===== config.mk =====
export PLATFORM = sky130hd
export DESIGN_NAME = smoldvi_pattern_ctrl
export DESIGN_NICKNAME = d
export VERILOG_FILES = /design/src/rtl/smoldvi_pattern_ctrl.sv
export SDC_FILE = /design/constraint.sdc
export NUM_CORES = 1
export LEC_CHECK = 0
export ABC_AREA = 1
export CAP_MARGIN = 20
export CORE_ASPECT_RATIO = 1.1
export CORE_UTILIZATION = 45
export DETAILED_ROUTE_END_ITERATION = 16
export GPL_ROUTABILITY_DRIVEN = 0
export HOLD_SLACK_MARGIN = 0.03
export PLACE_DENSITY = 0.68
export SETUP_SLACK_MARGIN = 0.02
export SYNTH_ARGS = -nofsm -noshare
export SYNTH_HDL_FRONTEND = slang
export SYNTH_SLANG_ARGS = --single-unit

===== constraint.sdc =====
create_clock -name clk_pix -period 4.2 [get_ports clk_pix]
set_input_delay 0.84 -clock clk_pix [delete_from_list [all_inputs] [get_ports clk_pix]]
set_output_delay 0.84 -clock clk_pix [all_outputs]
set_load 0.1 [all_outputs]

===== src/rtl/smoldvi_pattern_ctrl.sv =====
// Pixel-clock-domain pixel source and sequencer for the smoldvi encoder.
//
// After reset the encoder is held disabled for STARTUP_CYCLES pixel clocks, then enabled for good.
// While enabled, each rgb_rdy advances an x/y raster. The frame counter steps at every frame wrap.
// One of four test patterns is rendered combinationally from the raster state. The pattern only
// changes at a frame wrap, so every frame is drawn with a single pattern.
//
// Ports:
//   clk_pix     pixel clock, the only clock
//   rst_n_pix   synchronous active-low reset
//   btn_next    request next pattern (level, already synchronised; rising edge acts)
//   auto_cycle  advance the pattern every FRAMES_PER_PATTERN frames
//   rgb_rdy     encoder consumes the current r/g/b this cycle
//   dvi_en      encoder enable
//   r, g, b     current pixel
//   pattern     active pattern index
//   x, y        current pixel column / row
//   frame_ctr   frame count, wraps 255 -> 0
//   sof         high at pixel (0,0) while enabled
module smoldvi_pattern_ctrl #(
  parameter int unsigned H_ACTIVE           = 640,
  parameter int unsigned V_ACTIVE           = 480,
  parameter int unsigned STARTUP_CYCLES     = 1024,
  parameter int unsigned FRAMES_PER_PATTERN = 120
) (
  input  logic       clk_pix,
  input  logic       rst_n_pix,
  input  logic       btn_next,
  input  logic       auto_cycle,
  input  logic       rgb_rdy,
  output logic       dvi_en,
  output logic [7:0] r,
  output logic [7:0] g,
  output logic [7:0] b,
  output logic [1:0] pattern,
  output logic [9:0] x,
  output logic [8:0] y,
  output logic [7:0] frame_ctr,
  output logic       sof
);

  localparam int unsigned BarW = H_ACTIVE / 8;
  localparam int unsigned SuW  = (STARTUP_CYCLES > 1) ? $clog2(STARTUP_CYCLES) : 1;

  typedef enum logic {StStartup, StRun} state_e;

  state_e         state_q;
  logic           dvi_en_q;
  logic [SuW-1:0] su_cnt_q;
  logic [9:0]     x_q;
  logic [8:0]     y_q;
  logic [7:0]     frame_q;
  logic [1:0]     pattern_q;
  logic           pending_q;
  logic [7:0]     auto_cnt_q;
  logic           btn_q;
  logic [9:0]     bar_px_q;
  logic [2:0]     bar_idx_q;

  logic advance, line_end, frame_end, frame_wrap, auto_req, btn_rise;

  assign advance    = (state_q == StRun) && rgb_rdy;
  assign line_end   = (x_q == 10'(H_ACTIVE - 1));
  assign frame_end  = (y_q == 9'(V_ACTIVE - 1));
  assign frame_wrap = advance && line_end && frame_end;
  assign auto_req   = auto_cycle && frame_wrap && (auto_cnt_q == 8'(FRAMES_PER_PATTERN - 1));
  assign btn_rise   = btn_next && !btn_q;

  always_ff @(posedge clk_pix) begin
    if (!rst_n_pix) begin
      state_q    <= StStartup;
      dvi_en_q   <= 1'b0;
      su_cnt_q   <= '0;
      x_q        <= '0;
      y_q        <= '0;
      frame_q    <= '0;
      pattern_q  <= '0;
      pending_q  <= 1'b0;
      auto_cnt_q <= '0;
      btn_q      <= 1'b0;
      bar_px_q   <= '0;
      bar_idx_q  <= '0;
    end else begin
      btn_q <= btn_next;

      if (!auto_cycle) begin
        auto_cnt_q <= '0;
      end else if (frame_wrap) begin
        auto_cnt_q <= auto_req ? 8'd0 : auto_cnt_q + 8'd1;
      end

      // A button edge landing on the wrap cycle is folded into that wrap's advance.
      if (frame_wrap && (pending_q || btn_rise || auto_req)) begin
        pattern_q <= pattern_q + 2'd1;
        pending_q <= 1'b0;
      end else if (btn_rise) begin
        pending_q <= 1'b1;
      end

      unique case (state_q)
        StStartup: begin
          if (su_cnt_q == SuW'(STARTUP_CYCLES - 1)) begin
            state_q  <= StRun;
            dvi_en_q <= 1'b1;
          end else begin
            su_cnt_q <= su_cnt_q + SuW'(1);
          end
        end
        StRun: begin
          if (rgb_rdy) begin
            if (line_end) begin
              x_q       <= '0;
              bar_px_q  <= '0;
              bar_idx_q <= '0;
              if (frame_end) begin
                y_q     <= '0;
                frame_q <= frame_q + 8'd1;
              end else begin
                y_q <= y_q + 9'd1;
              end
            end else begin
              x_q <= x_q + 10'd1;
              // Bar index tracks x without a divider.
              if (bar_px_q == 10'(BarW - 1)) begin
                bar_px_q  <= '0;
                bar_idx_q <= bar_idx_q + 3'd1;
              end else begin
                bar_px_q <= bar_px_q + 10'd1;
              end
            end
          end
        end
      endcase
    end
  end

  always_comb begin
    r = 8'h00;
    g = 8'h00;
    b = 8'h00;
    unique case (pattern_q)
      2'd0: begin
        r = x_q[7:0] + frame_q;
        g = y_q[7:0] + {frame_q[6:0], 1'b0};
        b = frame_q;
      end
      2'd1: begin
        // Bars 0..7 run white, yellow, cyan, green, magenta, red, blue, black.
        r = {8{~bar_idx_q[1]}};
        g = {8{~bar_idx_q[2]}};
        b = {8{~bar_idx_q[0]}};
      end
      2'd2: begin
        r = {8{x_q[4] ^ y_q[4]}};
        g = r;
        b = r;
      end
      2'd3: begin
        r = frame_q;
        g = frame_q;
        b = frame_q;
      end
    endcase
  end

  assign dvi_en    = dvi_en_q;
  assign pattern   = pattern_q;
  assign x         = x_q;
  assign y         = y_q;
  assign frame_ctr = frame_q;
  assign sof       = dvi_en_q && (x_q == 10'd0) && (y_q == 9'd0);

endmodule


After elaboration in Yosys (flattened, before gate mapping)
Index checks and enable logic that the tools add are counted.
{"block": "word_totals", "register_bits": 64, "inputBits": 5, "output_inout_bits": 55, "wordCells": 74}
{"block": "op_classes", "n_addsub": 10, "n_eq_ne": 8, "mux": 12, "n_bitwise": 7, "n_reduce_logical": 25}
{"op": "$pmux 8 s4", "n": 2}
{"op": "$add 10x1->10 const B", "n": 3}
{"op": "$mux 10", "n": 3}
{"op": "$pmux 8 s3", "n": 1}
{"op": "$eq 10x10->1 const B", "n": 2}
{"op": "$add 8x1->8 const B", "n": 2}
{"op": "$add 8x8->8", "n": 2}
{"op": "$eq 10x7->1 const B", "n": 1}
{"op": "$logic_not 10->1", "n": 1}
{"op": "$add 9x1->9 const B", "n": 1}
{"op": "$eq 9x9->1 const B", "n": 1}
{"op": "$logic_and 1x1->1", "n": 9}
{"op": "$logic_not 9->1", "n": 1}
{"op": "$mux 9", "n": 1}
{"op": "$eq 8x7->1 const B", "n": 1}
{"op": "$mux 8", "n": 1}
{"op": "$reduce_and 2->1", "n": 4}
{"op": "$mux 3", "n": 2}
{"op": "$not 1->1", "n": 6}
{"op": "$reduce_and 3->1", "n": 2}
{"op": "$eq 2x2->1 const B", "n": 2}
{"op": "$reduce_and 4->1", "n": 1}
{"op": "$reduce_or 2->1", "n": 2}
{"op": "$add 3x1->3 const B", "n": 1}
{"op": "8 further kinds", "n": 10}

Logic depth before layout (Yosys ltp)
Gate-level depths: netlist (run 1).
{"block": "logic_depth", "ltp_word": 8, "depth_mapped": 10, "mapped_depth_nobuf": 10}

Worst setup path before layout (run 1)
OpenSTA, ideal clock, no wires.
{"block": "synth_timing", "path_type": "register to output", "startpoint": "reg dvi_en_q, in the netlist dvi_en", "endpoint": "out sof", "arrival_time_ps": 4199, "t_required_ps": 3360, "slack_ps": -839, "path_stages_with_launch": 5, "n_path_buf": 0, "cell_sequence": "dfxtp_1 -> inv_1 -> nor4_1 -> nand2_1 -> nor4_1"}
{"block": "synth_via", "elab_chain_cells": 2}
{"item": "start: declaration", "line_no": "48", "source": "logic dvi_en_q;"}
{"item": "start signal: assignment", "line_no": "72", "source": "dvi_en_q <= 1'b0;"}
{"item": "start signal: assignment", "line_no": "104", "source": "dvi_en_q <= 1'b1;"}
{"item": "$logic_and 1x1->1 (2 in series)", "line_no": "171", "source": "assign sof = dvi_en_q && (x_q == 10'd0) && (y_q == 9'd0);"}
{"item": "end: declaration", "line_no": "39", "source": "output logic sof"}
Every way passes these cells.

Final worst setup path (run 1)
{"block": "layout_timing", "startpoint": "reg pattern_q[0], in the netlist pattern[0]", "endpoint": "out r[4]"}
{"block": "layout_via", "elab_chain_cells": 2, "elab_cells_between_ends": 5, "classes_between": "eq/ne (3); mux (1); reduce/logical (1)"}
{"item": "start: declaration", "line_no": "53", "source": "logic [1:0] pattern_q;"}
{"item": "start signal: assignment", "line_no": "94", "source": "pattern_q <= pattern_q + 2'd1;"}
{"item": "$eq 2x2->1, or another cell as far along", "line_no": "141", "source": "unique case (pattern_q)"}
{"item": "$pmux 8 s4 *", "line_no": "141"}
{"item": "end: declaration", "line_no": "32", "source": "output logic [7:0] r,"}
Every way passes the cells marked *; elsewhere a longest branch is shown, timed or not.

==> results.yml, run 1 <==
synth:
  synth-edff-count: 0
  synth_flop_cell: "dfxtp_1"
  synthCells: 643
  synth_top_area_cell: "dfxtp_1"
  synth_nets: 677
  synth_warnings: 0
  ys_top_cells_by_count: "nand2_1 (135), inv_1 (85), nor2_1 (78)"
  ys_ff_latch: 64
  synth_cell_types: 40
  synth.area.top_cells: "dfxtp_1 (30%), nand2_1 (12%), ha_1 (7.9%)"
  syn_area_sq_um: 4252
  yosys.cell_count.top_type: "nand2_1"
  yosys.area.top_type_share: 0.3014
  async_flop_share: 0
  synth-seq-area-share: 0.3014
  syn_avg_cell_area_sq_um: 6.612
layout:
  layout-drive-gt1-share: 0.09887
  syn2layout_area_growth_pct: 19.72
  multi_input_area_sq_um: 2595
  final_cell_count_no_fill: 822
  diodes: 0
  finalNetCount: 739
  fillers: 887
  seqCellArea_sq_um: 1281
global_routing:
  track_usage: 0.2313
  grt_pass1_wl_um: 18150
  grt_max_degree: 21
  grt_pass1_vias: 3922
  grt_overflow: 0
  antenna_found_initial: 0
sta:
  setup_violations: 0
  layout_min_cycle_time_ns: 3.275
  setup_tns_ns: 0
  rsz0062_at_grt: "no"
  min_period_over_period: 0.7798
  drv_slew: 0
  max_slew.worst_pin.slew_ns: 0.9958
  slew_headroom: 0.3341
  setup_slack_ns: 0.9250
  fmax_mhz: 305.3
  finalHoldViolCount: 0
  holdWs_ns: 0.4775
  finClkSkew_ns: 0.01702
clock_tree:
  clockBufferDepth: 2
  numCtsBuffers: 9
  cts_resized: 0
  cts-root-buf: "clkbuf_8"
  cts_tree: "built"
  postCtsSetupRepairBufs: 0
  clock_latency_ns: 0.34
  ctsHoldBuffers: 0
  path_clk_slew_ns: 0.07
  h-tree-depth: 3
  cts.sinks: 64
run:
  max_cap_violations: 0
setup_path:
  cp-end-kind: "output pin"
  cpMaxStageDelayCell: "dfxtp_1"
  crit_family: "buffers and inverters"
  required_ns: 3.36
  crit_path_cell_trace: "inv_1, ha_1, inv_1, o21ai_0, nor2_1, a31oi_2, buf_4"
  slowest_delay_ns: 0.41
  rrSetupSlack_ns: 2.21
  crit_top_cell: "inv_1"
  startpoint_type: "register"
  r2r_start: "x[1]"
  cp_num_buf_inv: 3
  worst_r2r_path_depth: 8
  cp_num_cells: 7
  crit_type: "register to output pin"
  arrival_ns: 2.43
  worstPathMaxFanout: 17
  reg2reg_to: "pattern[1]"
worst_hold_path:
  hold_depth: 2
  hold_class: "register to register"
  hp-start: "su_cnt_q[9]"
  min_to: "su_cnt_q[9]"
floorplan:
  initial_core_util: 0.4719
  die-area_sq_um: 9841
  rows: 36
  core_sq_um: 9009
  die_h_um: 103.9
  pin_count: 60
  die_x_um: 94.68
power:
  p_leak_nw: 2.232
  total_power_w: 0.001173
  powerDensity_nw_per_um2: 230.5
  ir_drop_mv: 0.1302
placed_design:
  port_buffers: 59
  post-place-cells: 808
  dp_hpwl_um: 8626
  place_ws_ns: 1.288
drt:
  drcViolationCount: 0
  drtIter0Drc: 292
  ant_nets: 0
  num_vias: 4346
  post_drt_via_cell_ratio: 5.287
  routedWlPerCell_um: 13.46
  drt_pass1_iterations: 5
  routed_wl_um: 11070
status:
  outcome: "finished, final reports clean"
routing by layer:
layer | global-route usage | vias to the layer above | part of all wire
met1 | 0.3033 | 1950 | 0.45
met4 | 0.09957 | 0 | 0.028
met5 | 0 | - | 0
met2 | 0.3731 | 138 | 0.46
li1 | - | 2238 | -
met3 | 0.03289 | 20 | 0.062
per-stage QoR:
| step | instance area, sq um | util |
|---|---|---|
| after CTS | 5090 | 0.5650 |
| after global placement | 4896 | 0.5435 |
| after global routing | 5090 | 0.5650 |
| final | 5090 | 0.5650 |
| after detailed placement | 4896 | 0.5435 |
| after floorplan | 4268 | - |
flip-flops by register name (all words and copies together) (netlist names):
name / cells
bar_px_q: 10
auto_cnt_q: 8
pattern: 2
dvi_en: 1
state_q: 1
y: 9
pending_q: 1
bar_idx_q: 3
su_cnt_q: 10
btn_q: 1
frame_ctr: 8
x: 10
layout make-up:
| cell class | count | share of cell area |
|---|---|---|
| Multi-Input combinational cell | 479 | 0.5098 |
| Sequential cell | 64 | 0.2517 |
| Timing Repair Buffer | 60 | 0.1052 |
| Inverter | 91 | 0.06711 |
| Clock buffer | 11 | 0.02974 |
| Tap cell | 114 | 0.02802 |
| Clock inverter | 3 | 0.008358 |
kinds of logic (layout without fill, tap and decap cells):
group	after synthesis	in the layout	synth area share
buffers and inverters	100	165	0.09211
adder cells (fa/ha/maj)	29	29	0.08888
AND/OR/NAND/NOR	314	314	0.3311
flip-flops	64	64	0.3014
AO/OA/AOI/OAI	116	116	0.1454
XOR/XNOR	20	20	0.04120
report_power, final:
group	switching (W)	total, W	internal [W]
sequential	0.00000338	0.000614	0.000610
combinational	0.0000174	0.0000263	0.00000892
clock	0.000234	0.000533	0.000299
total	0.000255	0.00117	0.000918
worst min-delay path: stages, from the launching register on:
cell,delay [ns]
dfxtp_1,0.31
nand2_1,0.06
a21oi_1,0.06
worst max path at each step:
stage	start	endpoint	slack [ns]
floorplan	frame_ctr[2]	g[4]	0.02
global placement	pattern[0]	r[4]	1.33
detailed placement	rgb_rdy	auto_cnt_q[2]	1.29
CTS	pattern[0]	r[4]	0.93
global route	pattern[0]	r[4]	0.73
finish	pattern[0]	r[4]	0.93
cells in the final DEF (no fill, tap or decap), types with 5 or more instances in the layout:
| master | synthesis | layout |
|---|---|---|
| a21oi_1 | 53 | 52 |
| buf_4 | 0 | 26 |
| clkbuf_8 | 0 | 11 |
| clkdlybuf4s50_1 | 0 | 34 |
| dfxtp_1 | 64 | 64 |
| ha_1 | 27 | 27 |
| inv_1 | 85 | 85 |
| nand2_1 | 135 | 135 |
| nand2_2 | 6 | 6 |
| nand3_1 | 40 | 40 |
| nand4_1 | 20 | 20 |
| nor2_1 | 78 | 78 |
| nor2_2 | 5 | 5 |
| nor3_1 | 13 | 13 |
| o21ai_0 | 43 | 33 |
| o21ai_1 | 1 | 11 |
| o22ai_1 | 7 | 7 |
| xor2_1 | 16 | 16 |
No activity file was read; power rests on OpenSTA's default activity.
==> inputs of run 2 (changes only) <==
- PLACE_DENSITY: 0.68 -> 0.7
- clock period: 4.2 -> 2.9 ns (I/O delays scaled with it)
==> results.yml, run 2 (synthesized netlist as in run 1, its figures left out) <==
global_routing:
  track_usage: 0.2422
  grt_overflow: 0
  grt_max_degree: 20
  grt_pass1_wl_um: 18890
  grt_pass1_vias: 4084
  antenna_found_initial: 0
clock_tree:
  clockBufferDepth: 2
  cts_resized: 0
  cts_tree: "built"
  clock_latency_ns: 0.35
  postCtsSetupRepairBufs: 0
  path_clk_slew_ns: 0.07
  ctsHoldBuffers: 0
  h-tree-depth: 3
  cts-root-buf: "clkbuf_8"
  cts.sinks: 64
  numCtsBuffers: 9
floorplan:
  die_h_um: 103.9
  core_sq_um: 9009
  pin_count: 60
  initial_core_util: 0.4719
  die-area_sq_um: 9841
  rows: 36
  die_x_um: 94.68
placed_design:
  port_buffers: 59
  dp_hpwl_um: 9065
  place_ws_ns: 0.5021
power:
  ir_drop_mv: 0.2670
  powerDensity_nw_per_um2: 307.8
  total_power_w: 0.001699
  p_leak_nw: 2.376
sta:
  layout_min_cycle_time_ns: 2.742
  setup_slack_ns: 0.1576
  setup_tns_ns: 0
  min_period_over_period: 0.9456
  drv_slew: 0
  holdWs_ns: 0.4668
  max_slew.worst_pin.slew_ns: 0.5047
  setup_violations: 0
  rsz0062_at_grt: "no"
  finClkSkew_ns: 0.007441
  fmax_mhz: 364.7
  finalHoldViolCount: 0
  slew_headroom: 0.6600
layout:
  layout_commonest_cell: "nand2_1"
  diodes: 0
  final_util: 0.6129
  syn2layout_area_growth_pct: 29.87
  finalNetCount: 745
  multi_input_area_sq_um: 2703
  fillers: 824
  seqCellArea_sq_um: 1311
  layout-drive-gt1-share: 0.2067
  mostFrequentLayoutCells: "nand2_1 (132), inv_1 (80), nor2_1 (78)"
setup_path:
  cpMaxStageDelayCell: "fa_1"
  worstPathMaxFanout: 6
  cp-end-kind: "output pin"
  rrSetupSlack_ns: 0.98
  r2r_start: "y[0]"
  required_ns: 2.32
  critPathLaunch: "frame_ctr[0]"
  slowest_delay_ns: 0.44
  startpoint_type: "register"
  arrival_ns: 2.16
  crit_path_cell_trace: "ha_1, fa_1, xor2_1, o22ai_1, clkinvlp_4, buf_12"
  crit_type: "register to output pin"
drt:
  post_drt_via_cell_ratio: 5.357
  drtIter0Drc: 216
  num_vias: 4446
  ant_nets: 0
  drt_pass1_iterations: 5
  routedWlPerCell_um: 13.75
  drcViolationCount: 0
  routed_wl_um: 11420
run:
  max_cap_violations: 0
worst_hold_path:
  hp-start: "su_cnt_q[9]"
  hold_class: "register to register"
status:
  outcome: "finished, final reports clean"
-- run 2: cell types whose count changed in the layout (fill, tap and decap cells not counted), moves of 3 or more --
cell             delta
nand2_2             +3
inv_1               -5
nand2_1             -3
o21ai_2             +8
dfxtp_2            +21
clkinvlp_4          +4
buf_12             +24
dfxtp_1            -22
a21oi_4             +3
o21ai_1            -10
buf_4              +12
clkdlybuf4s50_1    -30
-- run 2: worst paths after layout --
check | to | depth (start not counted)
worst max-delay path | g[3] | 6
worst min register to register | su_cnt_q[9] | 2
worst min-delay path | su_cnt_q[9] | 2
worst max register to register | frame_ctr[6] | 9
-- run 2: layout make-up --
cell class,instances,share of cell area
Inverter,91,0.06526
Multi-Input combinational cell,479,0.4895
Clock inverter,3,0.007251
Timing Repair Buffer,66,0.1459
Clock buffer,13,0.02878
Tap cell,114,0.02583
Sequential cell,64,0.2375
-- run 2: power breakdown --
group	leakage, nW	internal [W]	switching (W)
logic	1.74	0.0000139	0.0000250
clock network	0.103	0.000442	0.000331
registers	0.528	0.000883	0.00000458
total	2.38	0.00134	0.000361
-- run 2: critical path: cells and delay by family (launching register included) --
kind | cells | cell delay [ns]
flops | 1 | 0.36
xor+xnor | 1 | 0.17
buf+inv | 2 | 0.35
fa+ha+maj | 2 | 0.67
compound gates | 1 | 0.26
-- run 2: per-layer routing --
metal | routed length (um) | global-route usage
met5 | 0 | 0
met4 | 518 | 0.1418
met3 | 629 | 0.04386
met2 | 5396 | 0.3941
met1 | 4871 | 0.2931
-- run 2: metrics by stage --
step / instances / area [sq um]
floorplan: 643 / 4424
global placement: 814 / 5323
detailed placement: 814 / 5323
CTS: 830 / 5522
global route: 830 / 5522
finish: 830 / 5522
==> inputs of run 3 (changes only) <==
- CORE_UTILIZATION: 45 -> 50
- MAX_ROUTING_LAYER: default -> met4
- PLACE_DENSITY: 0.7 -> 0.77
==> results.yml, run 3 (synthesized netlist as in run 1, its figures left out) <==
layout:
  finalNetCount: 743
  final_cell_count_no_fill: 821
  final_util: 0.6836
  syn2layout_area_growth_pct: 29.96
  layout-drive-gt1-share: 0.2048
  diodes: 0
  layout_commonest_cell: "nand2_1"
  fillers: 698
  mostFrequentLayoutCells: "nand2_1 (132), inv_1 (80), nor2_1 (78)"
drt:
  routed_wl_um: 11700
  routedWlPerCell_um: 14.25
  num_vias: 4534
  drcViolationCount: 0
  drtIter0Drc: 271
  drt_pass1_iterations: 5
  ant_nets: 0
  post_drt_via_cell_ratio: 5.523
floorplan:
  initial_core_util: 0.5260
  die-area_sq_um: 8876
  pin_count: 60
  die_h_um: 98.72
  rows: 34
  die_x_um: 89.92
  core_sq_um: 8083
sta:
  finClkSkew_ns: 0.005642
  finalHoldViolCount: 0
  holdWs_ns: 0.4692
  drv_slew: 0
  rsz0062_at_grt: "no"
  setup_violations: 0
  fmax_mhz: 361.6
  min_period_over_period: 0.9535
  slew_headroom: 0.6782
  layout_min_cycle_time_ns: 2.765
  max_slew.worst_pin.slew_ns: 0.4776
worst_hold_path:
  hold_class: "register to register"
setup_path:
  required_ns: 2.32
  cpMaxStageDelayCell: "fa_1"
  cp-end-kind: "output pin"
  arrival_ns: 2.19
  crit_type: "register to output pin"
  worstPathMaxFanout: 6
  crit_path_cell_trace: "ha_1, fa_1, xor2_1, o22ai_1, clkinvlp_4, buf_12"
  slowest_delay_ns: 0.44
  startpoint_type: "register"
clock_tree:
  h-tree-depth: 3
  postCtsSetupRepairBufs: 0
  cts_tree: "built"
  cts.sinks: 64
  path_clk_slew_ns: 0.07
  cts-root-buf: "clkbuf_8"
  clock_latency_ns: 0.33
  clockBufferDepth: 2
  numCtsBuffers: 9
placed_design:
  post-place-cells: 806
  dp_hpwl_um: 9148
  port_buffers: 59
power:
  powerDensity_nw_per_um2: 320.5
  ir_drop_mv: 0.3269
  p_leak_nw: 2.376
global_routing:
  grt_max_degree: 20
  track_usage: 0.2812
  antenna_found_initial: 0
  grt_pass1_vias: 4458
  grt_pass1_wl_um: 19850
  grt_overflow: 0
run:
  max_cap_violations: 0
status:
  outcome: "finished, final reports clean"
## run 3: cell types whose count changed in the layout (fill, tap and decap cells not counted), sizes merged
cell,delta
clkbuf,-1
clkinv,-1
bufinv,+1
buf,-2
## run 3: final cells by class
type / count / area (sq um) / share of cell area
clock buffer: 12 / 155.1 / 0.02808
clock inverter: 3 / 65.06 / 0.01178
inverter: 91 / 360.3 / 0.06522
multi-input combinational: 479 / 2708 / 0.4900
sequential: 64 / 1311 / 0.2373
tap: 108 / 135.1 / 0.02446
timing repair buffer: 64 / 790.8 / 0.1431
## run 3: final timing paths
kind,start,to,slack [ns],cells past startpoint
setup / recovery,frame_ctr[0],g[3],0.13,6
hold / removal,su_cnt_q[9],su_cnt_q[9],0.47,2
setup reg to reg,x[1],auto_cnt_q[3],1.00,8
hold reg to reg,su_cnt_q[9],su_cnt_q[9],0.47,2
## run 3: metal layers
metal | track usage | share of wire | vias up
met5 | - | 0 | -
met4 | 0.1514 | 0.034 | 0
met3 | 0.04707 | 0.062 | 39
met2 | 0.4905 | 0.50 | 184
met1 | 0.3072 | 0.41 | 2071
li1 | - | - | 2240
## run 3: worst max-delay path, delay by kind of cell (launching register included)
family | cells | cell delay, ns
xor+xnor | 1 | 0.18
fa+ha+maj | 2 | 0.69
flops | 1 | 0.37
buf+inv | 2 | 0.35
compound gates | 1 | 0.26
## run 3: what timing repair did
action / in CTS / in global routing
setup endpoints to repair: 0 / 14
hold buffers: 0 / 0
resized for setup: 0 / 2
hold endpoints to repair: 0 / 0
## run 3: report_power, final
part	switching [W]	internal, W
combinational	0.0000252	0.0000139
sequential	0.00000487	0.000883
clock	0.000319	0.000525
## run 3: stage by stage
step / instance area, sq um / worst slack (ns) / total power (W) / TNS (ns)
2_1_floorplan: 4424 / -0.08167 / 0.0009300 / -0.08167
3_3_place_gp: 5300 / 0.4521 / 0.0009451 / 0
3_5_place_dp: 5300 / 0.3819 / 0.0009465 / 0
4_1_cts: 5520 / 0.09262 / 0.001781 / 0
5_1_grt: 5525 / 0.02789 / 0.001824 / 0
6_report: 5525 / 0.1348 / 0.001771 / 0
